$ cat src/rtl/meas_sequencer_if.sv
// ---------------------------------------------------------------------------
// Module : meas_sequencer_if
// Brief  : Control, ADC handshake and electrode-select bundle of the sequencer.
// Rev    : 1.0
// ---------------------------------------------------------------------------
`default_nettype none

interface meas_sequencer_if;
    logic       en_single;
    logic       en_twin;
    logic       stop_req;
    logic       adc_done;
    logic [3:0] exc_sel;
    logic [3:0] det_sel;
    logic       plane;
    logic       adc_start;
    logic [9:0] meas_idx;
    logic       meas_valid;
    logic       frame_end;
    logic       busy;
    logic       adc_err;

    // Sequencer side: owns the electrode selection and the conversion trigger.
    modport master (
        input  en_single, en_twin, stop_req, adc_done,
        output exc_sel, det_sel, plane, adc_start, meas_idx,
        output meas_valid, frame_end, busy, adc_err
    );

    modport slave (
        output en_single, en_twin, stop_req, adc_done,
        input  exc_sel, det_sel, plane, adc_start, meas_idx,
        input  meas_valid, frame_end, busy, adc_err
    );
endinterface

`default_nettype wire

$ cat src/rtl/meas_sequencer.sv
// ---------------------------------------------------------------------------
// Module : meas_sequencer
// Brief  : Walks every electrode pair of one or two planes, settles, triggers
//          the ADC and reports each completed conversion.
// Rev    : 1.0
// ---------------------------------------------------------------------------
`default_nettype none

module meas_sequencer #(
    parameter int NELEC   = 12,
    parameter int SETTLE  = 16,
    parameter int TIMEOUT = 255
) (
    input  wire logic        clk,
    input  wire logic        rst,
    meas_sequencer_if.master bus
);

    typedef enum logic [2:0] {
        S_IDLE   = 3'd0,
        S_SETUP  = 3'd1,
        S_SETTLE = 3'd2,
        S_CONV   = 3'd3,
        S_NEXT   = 3'd4,
        S_DONE   = 3'd5
    } state_t;

    localparam logic [3:0] c_last_exc  = 4'(NELEC - 2);
    localparam logic [3:0] c_last_det  = 4'(NELEC - 1);
    localparam logic [7:0] c_settle_ld = 8'(SETTLE - 1);
    localparam logic [7:0] c_timeout   = 8'(TIMEOUT);

    state_t     r_state;
    logic [3:0] r_exc;
    logic [3:0] r_det;
    logic       r_plane;
    logic       r_adc_start;
    logic [9:0] r_idx;
    logic       r_valid;
    logic       r_frame_end;
    logic       r_busy;
    logic       r_err;
    logic       r_stop;
    logic       r_twin;
    logic [7:0] r_scnt;
    logic [7:0] r_tcnt;

    state_t     w_state;
    logic [3:0] w_exc;
    logic [3:0] w_det;
    logic       w_plane;
    logic       w_adc_start;
    logic [9:0] w_idx;
    logic       w_valid;
    logic       w_frame_end;
    logic       w_busy;
    logic       w_err;
    logic       w_stop;
    logic       w_twin;
    logic [7:0] w_scnt;
    logic [7:0] w_tcnt;
    logic       w_last_pair;

    assign w_last_pair = (r_exc == c_last_exc) && (r_det == c_last_det);

    always_comb begin
        w_state     = r_state;
        w_exc       = r_exc;
        w_det       = r_det;
        w_plane     = r_plane;
        w_adc_start = 1'b0;
        w_idx       = r_idx;
        w_valid     = 1'b0;
        w_frame_end = 1'b0;
        w_err       = r_err;
        w_stop      = r_stop | (bus.stop_req & r_busy);
        w_twin      = r_twin;
        w_scnt      = r_scnt;
        w_tcnt      = r_tcnt;

        case (r_state)
            S_IDLE: begin
                w_stop = 1'b0;
                if (bus.en_single || bus.en_twin) begin
                    w_twin  = ~bus.en_single;
                    w_exc   = 4'd0;
                    w_det   = 4'd1;
                    w_plane = 1'b0;
                    w_idx   = 10'd0;
                    w_err   = 1'b0;
                    w_state = S_SETUP;
                end
            end

            S_SETUP: begin
                w_scnt  = c_settle_ld;
                w_state = S_SETTLE;
            end

            S_SETTLE: begin
                if (r_scnt == 8'd0) begin
                    w_adc_start = 1'b1;
                    w_tcnt      = 8'd0;
                    w_state     = S_CONV;
                end else begin
                    w_scnt = r_scnt - 8'd1;
                end
            end

            // r_tcnt holds the number of cycles elapsed since the trigger;
            // a done in the trigger cycle itself is deliberately ignored.
            S_CONV: begin
                if (r_adc_start) begin
                    w_tcnt = 8'd1;
                end else if (bus.adc_done) begin
                    w_valid = 1'b1;
                    w_state = S_NEXT;
                end else if (r_tcnt == c_timeout) begin
                    w_err   = 1'b1;
                    w_state = S_NEXT;
                end else begin
                    w_tcnt = r_tcnt + 8'd1;
                end
            end

            S_NEXT: begin
                if (w_last_pair) begin
                    if (r_twin && !r_plane) begin
                        w_plane = 1'b1;
                        w_exc   = 4'd0;
                        w_det   = 4'd1;
                        w_idx   = r_idx + 10'd1;
                        w_state = S_SETUP;
                    end else begin
                        w_frame_end = 1'b1;
                        w_state     = S_DONE;
                    end
                end else begin
                    if (r_det < c_last_det) begin
                        w_det = r_det + 4'd1;
                    end else begin
                        w_exc = r_exc + 4'd1;
                        w_det = r_exc + 4'd2;
                    end
                    w_idx   = r_idx + 10'd1;
                    w_state = S_SETUP;
                end
            end

            S_DONE: begin
                if (w_stop || !(bus.en_single || bus.en_twin)) begin
                    w_stop  = 1'b0;
                    w_state = S_IDLE;
                end else begin
                    w_exc   = 4'd0;
                    w_det   = 4'd1;
                    w_plane = 1'b0;
                    w_idx   = 10'd0;
                    w_err   = 1'b0;
                    w_state = S_SETUP;
                end
            end

            default: begin
                w_state = S_IDLE;
            end
        endcase

        w_busy = (w_state != S_IDLE);
    end

    always_ff @(posedge clk) begin
        if (rst) begin
            r_state     <= S_IDLE;
            r_exc       <= 4'd0;
            r_det       <= 4'd0;
            r_plane     <= 1'b0;
            r_adc_start <= 1'b0;
            r_idx       <= 10'd0;
            r_valid     <= 1'b0;
            r_frame_end <= 1'b0;
            r_busy      <= 1'b0;
            r_err       <= 1'b0;
            r_stop      <= 1'b0;
            r_twin      <= 1'b0;
            r_scnt      <= 8'd0;
            r_tcnt      <= 8'd0;
        end else begin
            r_state     <= w_state;
            r_exc       <= w_exc;
            r_det       <= w_det;
            r_plane     <= w_plane;
            r_adc_start <= w_adc_start;
            r_idx       <= w_idx;
            r_valid     <= w_valid;
            r_frame_end <= w_frame_end;
            r_busy      <= w_busy;
            r_err       <= w_err;
            r_stop      <= w_stop;
            r_twin      <= w_twin;
            r_scnt      <= w_scnt;
            r_tcnt      <= w_tcnt;
        end
    end

    assign bus.exc_sel    = r_exc;
    assign bus.det_sel    = r_det;
    assign bus.plane      = r_plane;
    assign bus.adc_start  = r_adc_start;
    assign bus.meas_idx   = r_idx;
    assign bus.meas_valid = r_valid;
    assign bus.frame_end  = r_frame_end;
    assign bus.busy       = r_busy;
    assign bus.adc_err    = r_err;

endmodule

`default_nettype wire

$ cat src/flat_wrapper.sv
// flat-port wrapper written by rule: the top's interface ports become plain ports
module meas_sequencer_flat 
#(
    parameter int NELEC   = 12,
    parameter int SETTLE  = 16,
    parameter int TIMEOUT = 255
)
  (clk, rst, bus_en_single, bus_en_twin, bus_stop_req, bus_adc_done, bus_exc_sel, bus_det_sel, bus_plane, bus_adc_start, bus_meas_idx, bus_meas_valid, bus_frame_end, bus_busy, bus_adc_err);
  meas_sequencer_if bus_i ();
  input  wire logic clk;
  input  wire logic rst;
  input wire logic [$bits(bus_i.en_single)-1:0] bus_en_single;
  input wire logic [$bits(bus_i.en_twin)-1:0] bus_en_twin;
  input wire logic [$bits(bus_i.stop_req)-1:0] bus_stop_req;
  input wire logic [$bits(bus_i.adc_done)-1:0] bus_adc_done;
  output wire logic [$bits(bus_i.exc_sel)-1:0] bus_exc_sel;
  output wire logic [$bits(bus_i.det_sel)-1:0] bus_det_sel;
  output wire logic [$bits(bus_i.plane)-1:0] bus_plane;
  output wire logic [$bits(bus_i.adc_start)-1:0] bus_adc_start;
  output wire logic [$bits(bus_i.meas_idx)-1:0] bus_meas_idx;
  output wire logic [$bits(bus_i.meas_valid)-1:0] bus_meas_valid;
  output wire logic [$bits(bus_i.frame_end)-1:0] bus_frame_end;
  output wire logic [$bits(bus_i.busy)-1:0] bus_busy;
  output wire logic [$bits(bus_i.adc_err)-1:0] bus_adc_err;
  assign bus_i.en_single = bus_en_single;
  assign bus_i.en_twin = bus_en_twin;
  assign bus_i.stop_req = bus_stop_req;
  assign bus_i.adc_done = bus_adc_done;
  assign bus_exc_sel = bus_i.exc_sel;
  assign bus_det_sel = bus_i.det_sel;
  assign bus_plane = bus_i.plane;
  assign bus_adc_start = bus_i.adc_start;
  assign bus_meas_idx = bus_i.meas_idx;
  assign bus_meas_valid = bus_i.meas_valid;
  assign bus_frame_end = bus_i.frame_end;
  assign bus_busy = bus_i.busy;
  assign bus_adc_err = bus_i.adc_err;
  meas_sequencer #(.NELEC(NELEC), .SETTLE(SETTLE), .TIMEOUT(TIMEOUT)) u_core (.clk(clk), .rst(rst), .bus(bus_i));
endmodule
$ cat config.mk
export PLATFORM = sky130hd
export DESIGN_NAME = meas_sequencer_flat
export DESIGN_NICKNAME = d
export VERILOG_FILES = /design/src/rtl/meas_sequencer_if.sv /design/src/rtl/meas_sequencer.sv /design/src/flat_wrapper.sv
export SDC_FILE = /design/constraint.sdc
export NUM_CORES = 1
export LEC_CHECK = 0
export BUFFER_PORTS_ARGS = -buffer_cell sky130_fd_sc_hd__buf_2
export CORE_MARGIN = 2
export CORE_UTILIZATION = 25
export DETAILED_ROUTE_END_ITERATION = 10
export PLACE_DENSITY_LB_ADDON = 0.15
export SLEW_MARGIN = 20
export SYNTH_ARGS = -nofsm -noshare
export SYNTH_HDL_FRONTEND = slang
export SYNTH_SLANG_ARGS = --single-unit
$ cat constraint.sdc
create_clock -name clk -period 3.3 [get_ports clk]
set_input_delay 0.66 -clock clk [delete_from_list [all_inputs] [get_ports clk]]
set_output_delay 0.66 -clock clk [all_outputs]
set_load 0.01 [all_outputs]
==> Yosys cells after proc, flatten, opt, wreduce, memory -nomap -nowiden <==
Cells that the tools add are included.
{ "totals": {"regBits": 45, "input_bits": 6, "elab_cells": 119} }
{ "classes": {"addsub": 6, "magnitude_cmp": 1, "eq_ne": 21, "mux": 47, "bitwise": 7, "n_reduce_logical": 23} }
{ "op_table": {"columns": ["operator", "n"], "rows": [
  ["10-bit 2-to-1 mux", 4],
  ["4-bit 2-to-1 mux", 10],
  ["8-bit 2-to-1 mux", 5],
  ["8-bit case mux with 2 select lines", 2],
  ["10-bit case mux with 3 select lines", 1],
  ["4-bit case mux with 3 select lines", 2],
  ["3-bit 2-to-1 mux", 7],
  ["3-bit case mux with 6 select lines", 1],
  ["1-bit 2-to-1 mux", 12],
  ["10-bit by 1-bit adder with 10-bit output, second input constant", 1],
  ["2-bit by 1-bit inequality test with 1-bit output, second input constant", 5],
  ["5-bit AND reduction", 2],
  ["3-bit by 2-bit inequality test with 1-bit output, second input constant", 3],
  ["3-bit nonzero test", 3],
  ["4-bit by 1-bit adder with 4-bit output, second input constant", 2],
  ["8-bit by 1-bit adder with 8-bit output, second input constant", 1],
  ["4-bit == test, second input constant", 2],
  ["8-bit == test, second input constant", 1],
  ["8-bit logical NOT", 1],
  ["2-bit inequality test, second input constant", 4],
  ["4-bit AND reduction", 2],
  ["8-bit by 1-bit subtractor with 8-bit output, second input constant", 1],
  ["3-bit by 2-bit == test with 1-bit output, second input constant", 2],
  ["3-bit == test, second input constant", 2],
  ["other kinds (18)", 29]
]} }

==> Longest topological paths before layout <==
{ "logic_depth": {"depth_word": 6, "mapped_depth": 8} }

==> Worst setup path after synthesis <==
No wires, ideal clock.
{ "synth_path": {"kind": "input-to-reg", "startpoint": "in bus_en_twin", "endpoint": "reg u_core.r_busy (netlist: u_core.bus.busy)", "setup_time_ns": 0.123, "t_arrival_ns": 1.887, "required_ns": 3.177, "setup_slack_ns": 1.290, "path_stages": 5, "cell_sequence": "or3_1 -> a32oi_1 -> buf_2 -> a31oi_1 -> or2_2"} }
{ "synth_via": {"elab_chain_cells": 6} }
{ "synth_lines": {"columns": ["item", "line", "source"], "rows": [
  ["from (decl)", "flat_wrapper.sv:13", "input wire logic [$bits(bus_i.en_twin)-1:0] bus_en_twin;"],
  ["1-bit logical OR *", "meas_sequencer.sv:84, meas_sequencer.sv:151", null],
  ["1-bit logical NOT", "meas_sequencer.sv:151", "if (w_stop || !(bus.en_single || bus.en_twin)) begin"],
  ["1-bit logical OR", "meas_sequencer.sv:151", null],
  ["1-bit 2-to-1 mux", "meas_sequencer.sv:151", null],
  ["3-bit case mux with 6 select lines *", "meas_sequencer.sv:81", "case (r_state)"],
  ["3-bit nonzero test *", "meas_sequencer.sv:169", "w_busy = (w_state != S_IDLE);"],
  ["to (signal assigned)", "meas_sequencer.sv:197", "r_busy <= w_busy;"],
  ["to (decl)", "meas_sequencer.sv:41", "logic r_busy;"]
]} }
Mark *: on every way between the ends. The rest lies on a longest branch, timed or not.
A chain may end at the register's enable or synchronous reset.

==> Worst setup path in the final report <==
{ "layout_path": {"startpoint": "reg u_core.r_state[1]", "endpoint": "reg u_core.r_tcnt[4]"} }
{ "layout_via": {"elab_chain_cells": 3} }
{ "layout_lines": {"columns": ["item", "line", "source"], "rows": [
  ["from (decl)", "meas_sequencer.sv:33", "state_t r_state;"],
  ["from (signal assigned)", "meas_sequencer.sv:189", "r_state <= w_state;"],
  ["3-bit by 2-bit == test with 1-bit output", "meas_sequencer.sv:81", null],
  ["3-bit by 2-bit inequality test with 1-bit output (no line), or another cell as far along", null, null],
  ["4-bit AND reduction (no line)", null, null],
  ["to (signal assigned)", "meas_sequencer.sv:202", "r_tcnt <= w_tcnt;"],
  ["to (decl)", "meas_sequencer.sv:46", "logic [7:0] r_tcnt;"]
]} }
Parallel ways exist; a longest one is shown, timed or not.

==> flow_summary.toml <==
[power]
power_density_nw_per_um2 = 450
ir_drop_uv = 162
leakagePower_uw = 0.000949

[floorplan]
die_width_um = 102
dieArea_um2 = 10500
ios = 30
initial_core_util_pct = 26.0
core_um2 = 9280
dieHeight_um = 102
rows = 35

[grt]
antenna_found_initial = 0
grt_max_degree = 27
track_usage_pct = 12.9
grt_pass1_vias = 2066
grt_overflow_total = 0
grt_first_pass_wirelength_um = 10700

[critical_path]
arrival_ns = 2.36
crit_type = "reg -> reg"
cp-endpoint = "u_core.r_tcnt[4]$_SDFFE_PP0P_"
max_stage_delay_ns = 0.64
r2r_end = "u_core.r_tcnt[4]$_SDFFE_PP0P_"
reg2reg_depth = 4
critical_path_required_ns = 3.46
path_max_fanout = 16
worstPathCellList = "nor3b_1, nand3_1, o21ai_0, a211oi_1"
cp-start-kind = "flip-flop"
cp-end-kind = "flip-flop"
crit_start = "u_core.r_state[1]$_SDFF_PP0_"
r2r_slack_ns = 1.10
r2r_start = "u_core.r_state[1]$_SDFF_PP0_"
critPathSlowestCell = "dfxtp_1"

[logic_synthesis]
synth_cells = 283
netlist_area_um2 = 2410
yosysWarnings = 0
syn_avg_cell_area_um2 = 8.53
yosysSeqAreaShare_pct = 37.3
synth_edf_count = 0
synth_ff_type = "dfxtp_1"
async_reset_ff_share_pct = 0
ys_ff_latch = 45
ys_types = 54
syn_nets = 296

[timing]
post-route-min-period_ns = 2.20
rsz0062_at_grt = "no"
setup_viol = 0
fmax_ghz = 0.455
drv_slew = 0
slew_headroom_pct = 42.8
tightest_slew_ns = 0.852
hold_viol_final = 0
timing.final.ws_setup_ns = 1.10
setup-tns-final_ns = 0
finalClockSkew_ns = 0.00870
period_share_pct = 66.6

[cells_and_area]
finalNetCount = 325
layout-drive-gt1-share_pct = 16.0
diodes = 0
area_growth_pct = 15.1

[clocking]
clock_sinks = 45
postCtsSetupBuffers = 0
cts-root-buf = "clkbuf_8"
holdBufCountCts = 0
clock_latency_ns = 0.31
tritoncts = "yes"
path_clk_slew_ns = 0.09
post_cts_resized = 0
cts_buffers = 5
htreeDepth = 2
cts_buffer_depth = 2

[drt]
first_pass_iters = 4
via_per_inst = 5.13
ant_nets = 0
drtIter0Drc = 90
wire_per_inst_um = 14.4
num_vias = 2269
drc = 0
routed_wl_um = 6360

[placed_design]
port_buffers = 29
dp_slack_ns = 0.909
dp_hpwl_um = 4400
gp_congestion = 0.728

[hold_path]
hold_class = "reg -> reg"

[run]
drv_cap = 0

[outcome]
status = "finished, final reports clean"
## final cells by class
| cell class | count | area (um^2) |
|---|---|---|
| Fill cell | 1023 | 6510 |
| Multi-Input combinational cell | 216 | 1400 |
| Sequential cell | 45 | 901 |
| Timing Repair Buffer | 33 | 175 |
| Tap cell | 129 | 161 |
| Clock buffer | 6 | 82.6 |
| Inverter | 11 | 41.3 |
| Clock inverter | 2 | 13.8 |
## Yosys cell counts (all sizes together), types with 8 or more instances
cell type / count / share of area [%]
a211oi: 11 / 3.4
a21oi: 22 / 4.6
a31oi: 11 / 2.9
dfxtp: 45 / 37
inv: 10 / 1.6
nand2: 17 / 2.6
nand3: 9 / 1.9
nand4: 8 / 2.1
nor2: 27 / 4.2
nor3: 10 / 2.1
o21ai: 14 / 2.9
or4: 11 / 3.4
## cells by family (layout without fill, tap and decap cells)
group	Yosys count	in the layout	share of synthesized area [%]
compound gates	86	86	23.8
xor+xnor	5	5	1.81
fa+ha+maj	7	7	3.63
buf+inv	22	52	4.56
flops	45	45	37.3
mux	2	2	0.829
simple gates	116	116	28.0
## placed cells by master (no fill, tap or decap), drive strengths merged, types with 6 or more instances in the layout
master and instances:
a211oi 11, a21oi 22, a31oi 11, buf 33
clkbuf 6, dfxtp 45, ha 7, inv 10
nand2 17, nand3 9, nand4 8, nor2 27
nor3 10, o21ai 14, o31ai 7, or3 6
or4 11
## registers in the layout (all words and copies together), names as in the netlist, 3 cells and up
| signal | count |
|---|---|
| u_core.bus.det_sel | 4 |
| u_core.bus.meas_idx | 10 |
| u_core.r_tcnt | 8 |
| u_core.r_scnt | 8 |
| u_core.bus.exc_sel | 4 |
| u_core.r_state | 3 |
## worst min-delay path by stage
stage,from,slack (ns),cells after the start,end
detailed placement,u_core.bus.meas_idx[9]$_SDFFE_PP0P_,0.47,2,u_core.bus.meas_idx[9]$_SDFFE_PP0P_
CTS,u_core.bus.meas_idx[9]$_SDFFE_PP0P_,0.49,2,u_core.bus.meas_idx[9]$_SDFFE_PP0P_
global placement,u_core.bus.meas_idx[9]$_SDFFE_PP0P_,0.47,2,u_core.bus.meas_idx[9]$_SDFFE_PP0P_
finish,u_core.bus.meas_idx[9]$_SDFFE_PP0P_,0.49,2,u_core.bus.meas_idx[9]$_SDFFE_PP0P_
floorplan,u_core.r_scnt[0]$_SDFFE_PP0P_,0.47,1,u_core.r_scnt[0]$_SDFFE_PP0P_
global route,u_core.bus.meas_idx[9]$_SDFFE_PP0P_,0.51,2,u_core.bus.meas_idx[9]$_SDFFE_PP0P_
## critical path, delay by kind of cell (launching register included)
family / cells / cell delay (ns)
and+or+nand+nor: 2 / 0.90
DFF: 1 / 0.64
AOI/OAI and AO/OA: 2 / 0.52
## layer usage
metal / vias to the layer above / global-route usage, % / routed length (um) / part of all wire (%)
li1: 1148 / - / - / -
met1: 1083 / 18.5 / 3200 / 50
met2: 32 / 18.8 / 2830 / 44
met3: 6 / 3.21 / 245 / 3.9
met4: 0 / 4.31 / 87 / 1.4
met5: - / 0 / 0 / 0
## per-stage QoR
stage | cells | hold slack, ns | power (uW) | util, % | instance area, um^2
3_5_place_dp | 434 | 0.474 | 883 | 28.9 | 2680
4_1_cts | 442 | 0.488 | 1270 | 29.9 | 2780
6_report | 442 | 0.485 | 1250 | 29.9 | 2780
5_1_grt | 442 | 0.506 | 1330 | 29.9 | 2780
3_3_place_gp | 434 | 0.465 | 882 | 28.9 | 2680
2_1_floorplan | 283 | 0.472 | 812 | - | 2410
## power breakdown
group	switching (uW)	total (uW)	internal, uW
Sequential	46.3	621	574
Clock	210	380	170
Combinational	156	250	94.2
Total	412	1250	839
Note: power is estimated with default switching activity, not from simulation.
